### config.mk
export PLATFORM = sky130hd
export DESIGN_NAME = sparc_exu_ecc_syndec
export DESIGN_NICKNAME = d
export VERILOG_FILES = /design/src/rtl/sparc_ecc_pkg.sv /design/src/rtl/sparc_exu_ecc_syndec.sv
export SDC_FILE = /design/constraint.sdc
export NUM_CORES = 1
export LEC_CHECK = 0
export CAP_MARGIN = 20
export CORE_ASPECT_RATIO = 0.75
export CORE_UTILIZATION = 43
export DETAILED_ROUTE_END_ITERATION = 10
export PLACE_DENSITY = 0.89
export SETUP_SLACK_MARGIN = 0.3
export SYNTH_ARGS = -nofsm -noshare
export SYNTH_HDL_FRONTEND = slang
export SYNTH_SLANG_ARGS = --single-unit
export TNS_END_PERCENT = 5
### constraint.sdc
create_clock -name vclk -period 3.9
set_input_delay 0.39 -clock vclk [all_inputs]
set_output_delay 0.39 -clock vclk [all_outputs]
set_load 0.005 [all_outputs]
### src/rtl/sparc_ecc_pkg.sv
// Shared constants for the EXU SEC-DED (72,64) code: widths, per-check-bit parity
// masks and the syndrome-position to data-index table, all derived from the code map.
package sparc_ecc_pkg;

  localparam int DATA_W  = 64;
  localparam int CHK_W   = 8;
  localparam int POS_NUM = 128;

  typedef logic [CHK_W-1:0][DATA_W-1:0] mask_tab_t;
  // Each entry is {valid, data_index[5:0]}.
  typedef logic [POS_NUM-1:0][6:0]      idx_tab_t;

  typedef enum logic [1:0] {
    ERR_NONE,
    ERR_CHK,
    ERR_DATA,
    ERR_UNCORR
  } err_class_e;

  // Codeword position of data bit idx: the idx-th non-power-of-two position >= 3.
  function automatic logic [6:0] data_pos(int idx);
    int n;
    logic [6:0] pos;
    n   = 0;
    pos = '0;
    for (int p = 3; p < POS_NUM; p++) begin
      if ((p & (p - 1)) != 0) begin
        if (n == idx) pos = 7'(p);
        n++;
      end
    end
    return pos;
  endfunction

  // Mask 7 folds the overall-parity bit onto data only: a data bit lands in p7
  // when it is not already covered by an odd number of p[6:0] bits.
  function automatic mask_tab_t build_masks();
    mask_tab_t m;
    logic [6:0] pos;
    m = '0;
    for (int i = 0; i < DATA_W; i++) begin
      pos = data_pos(i);
      for (int k = 0; k < 7; k++) m[k][i] = pos[k];
      m[7][i] = ~(^pos);
    end
    return m;
  endfunction

  function automatic idx_tab_t build_idx_tab();
    idx_tab_t t;
    t = '0;
    for (int i = 0; i < DATA_W; i++) t[data_pos(i)] = {1'b1, 6'(i)};
    return t;
  endfunction

  localparam mask_tab_t PAR_MASK = build_masks();
  localparam idx_tab_t  POS2IDX  = build_idx_tab();

endpackage

### src/rtl/sparc_exu_ecc_syndec.sv
// Combinational SEC-DED syndrome decoder: classifies the 8-bit syndrome and
// produces a one-hot data flip mask for correctable data-bit errors.
module sparc_exu_ecc_syndec
  import sparc_ecc_pkg::*;
(
  input  logic [CHK_W-1:0]  i_syn,
  output logic [DATA_W-1:0] o_flip,
  output logic              o_ce,
  output logic              o_ue
);

  err_class_e w_class;
  logic [6:0] w_pos;
  logic [6:0] w_entry;

  assign w_pos   = i_syn[6:0];
  assign w_entry = POS2IDX[w_pos];

  // NOTE: every always_comb output gets a default first so no path can hold a value (latch).
  always_comb begin
    w_class = ERR_NONE;
    if (i_syn != '0) begin
      if (!i_syn[7])                         w_class = ERR_UNCORR;
      else if ((w_pos & (w_pos - 7'd1)) == '0) w_class = ERR_CHK;
      else if (w_entry[6])                   w_class = ERR_DATA;
      else                                   w_class = ERR_UNCORR;
    end
  end

  always_comb begin
    o_flip = '0;
    if (w_class == ERR_DATA) o_flip[w_entry[5:0]] = 1'b1;
  end

  assign o_ce = (w_class == ERR_CHK) || (w_class == ERR_DATA);
  assign o_ue = (w_class == ERR_UNCORR);

endmodule

==> impl_metrics.yaml <==
sta:
  relSlewSlack_pct: 47.04
  finalHoldViolations: 0
  period_needed_ns: 3.966
  setup_viol: 20
  hold-worst-slack_ns: 1.642
  clock.fmax_ghz: 0.2521
  slew_violations: 0
  finalCritPeriodShare_pct: 101.7
  rsz0062_at_grt: "yes"
  fin_ws_ns: -0.06602
  worst_slew_pin_slew_ns: 0.7892
layout:
  fill_cells: 160
  layout_common_cells: "58 x clkdlybuf4s50_1, 45 x nor2_1, 35 x buf_4, 9 x nor2_2, 9 x ha_1"
  nets: 322
  flops_and_latches: 0
  final_layout_size_suffix_gt1_share_pct: 32.78
  syn_to_final_growth_pct: 78.30
  clock_buffer_count: 0
  multi_input_area_um2: 1480
  layout_commonest_cell: "clkdlybuf4s50_1"
  diodes: 0
  seqCellArea_um2: 0
critical_path:
  arrival_ns: 3.58
  endpoint_kind: "output pin"
  required_ns: 3.51
  path_class: "input pin to output pin"
  critPathMaxFanout: 6
  startpoint_type: "input pin"
logic_synthesis:
  ys_types: 60
  netlist_instances: 206
  syn_area_per_cell_um2: 7.082
  yosys.area.top_type: "nor2_1"
  synth_area_um2: 1459
  syn_nets: 224
  yosys-top-cells-area: "nor2_1 12%, ha_1 8.6%, buf_6 6.2%"
  yosys_warnings: 0
  synth_top_area_share_pct: 11.58
  synth_seq_area_share_pct: 0
power:
  powerDensity_nw_per_um2: 98.30
  ir_drop_uv: 96.86
  p_leak_nw: 1.064
floorplanning:
  die_x_um: 69.26
  coreArea_um2: 3084
  num_rows: 17
  initial_utilization_pct: 47.30
  die_area_um2: 3632
  die_height_um: 52.45
  io_pins: 74
routing:
  wl_per_cell_um: 23.36
  drt_iter0_markers: 342
  drc: 0
  wl_met1_um: 2966
  vias: 2373
  wirelength_um: 7941
  postRouteAntennaNets: 0
  viasPerCell: 6.979
  drtPass1Iterations: 5
  met3WireLength_um: 1019
  wl_met2_um: 3509
  top_layer_used: "met4"
global_routing:
  grt_max_degree: 18
  grt_pass1_wl_um: 9949
  grt_pass1_vias: 1947
  grt_overflow_total: 0
  antenna_found_initial: 0
  track_usage_pct: 34.43
placed_design:
  place_ws_ns: -0.2223
  gp_congestion: 0.9708
  dp_hpwl_um: 4597
  io_buffers: 74
status:
  violations: "setup timing"
  outcome: "finished with violations"
hold_path:
  hp-class: "input pin to output pin"
flow_run:
  maxCapViolations: 0
clock_tree:
  hold_buffers: 0
[kinds of logic (layout without fill, tap and decap cells)]
kind of cell / count (synthesis) / in the layout / synth area share, %
AOI/OAI and AO/OA: 42 / 42 / 26.84
xor gates and xnor gates: 1 / 1 / 0.6005
adders and majority gates: 10 / 10 / 8.576
buffers and inverters: 25 / 121 / 11.83
and+or+nand+nor: 128 / 128 / 52.14
[synth_stat cells (2+ instances only)]
cell type  number
nor2_1         45
ha_1           10
nor2_2          9
nor3_1          9
buf_6           8
nor2b_1         8
nor4_1          8
inv_1           7
a21oi_1         6
nand4_1         6
nand3_1         5
o21ai_0         5
and3_1          4
buf_4           4
nand2_1         4
nand4b_1        4
or3_4           4
a31oi_1         3
buf_2           3
nand2b_1        3
o211ai_1        3
o21ai_1         3
a211o_1         2
a221oi_4        2
a31oi_2         2
and2_1          2
and4_1          2
nand3_2         2
nor3_2          2
[stage by stage]
step           total power, W  util (%)  setup TNS (ns)  cell area [um2]  instances
4_1_cts             0.0002164     80.24               0             2475        338
2_1_floorplan       0.0001355         -               0             1459        206
3_5_place_dp        0.0002020     76.15          -3.858             2349        334
5_1_grt             0.0002646     84.34          -1.716             2601        340
6_report            0.0002557     84.34         -0.6167             2601        340
3_3_place_gp        0.0001955     76.15          -2.248             2349        334
[power by group]
group	switching [W]	internal (W)
clock network	0	0
registers	0	0
logic	0.000159	0.0000970
total	0.000159	0.0000970
[worst paths after layout]
check	startpoint	endpoint	slack, ns	cells past startpoint
max	i_syn[2]	o_flip[12]	-0.07	14
min	i_syn[1]	o_flip[29]	1.64	6
[layout make-up]
| type | count | area share (%) |
|---|---|---|
| inverter | 9 | 1.299 |
| multi-input combinational | 181 | 56.90 |
| tap | 38 | 1.828 |
| timing repair buffer | 112 | 39.97 |
[layer usage]
layer / vias up / GRT usage [%]
met5: - / 0
met3: 67 / 4.615
li1: 964 / -
met1: 1087 / 45.40
met2: 255 / 59.55
met4: 0 / 8.844
[worst max-delay path, cell delays in order]
cell and delay (ns):
clkdlybuf4s50_1 0.47, inv_1 0.16, ha_1 0.18, nor2b_2 0.15, o22ai_2 0.10, a2111oi_4 0.24
and4b_1 0.25, or2_1 0.21, ha_1 0.22, and4_1 0.21, a41o_4 0.32, nand3_4 0.13
nor2_1 0.07, clkdlybuf4s50_1 0.47
[repair_timing]
| item | 4_1_cts | 5_1_grt |
|---|---|---|
| setup buffers | 4 | 2 |
| endpoints found under the setup margin | 64 | 64 |
| pin swaps | 6 | 18 |
| gates resized for setup | 33 | 27 |
Note: power is estimated with default switching activity, not from simulation.
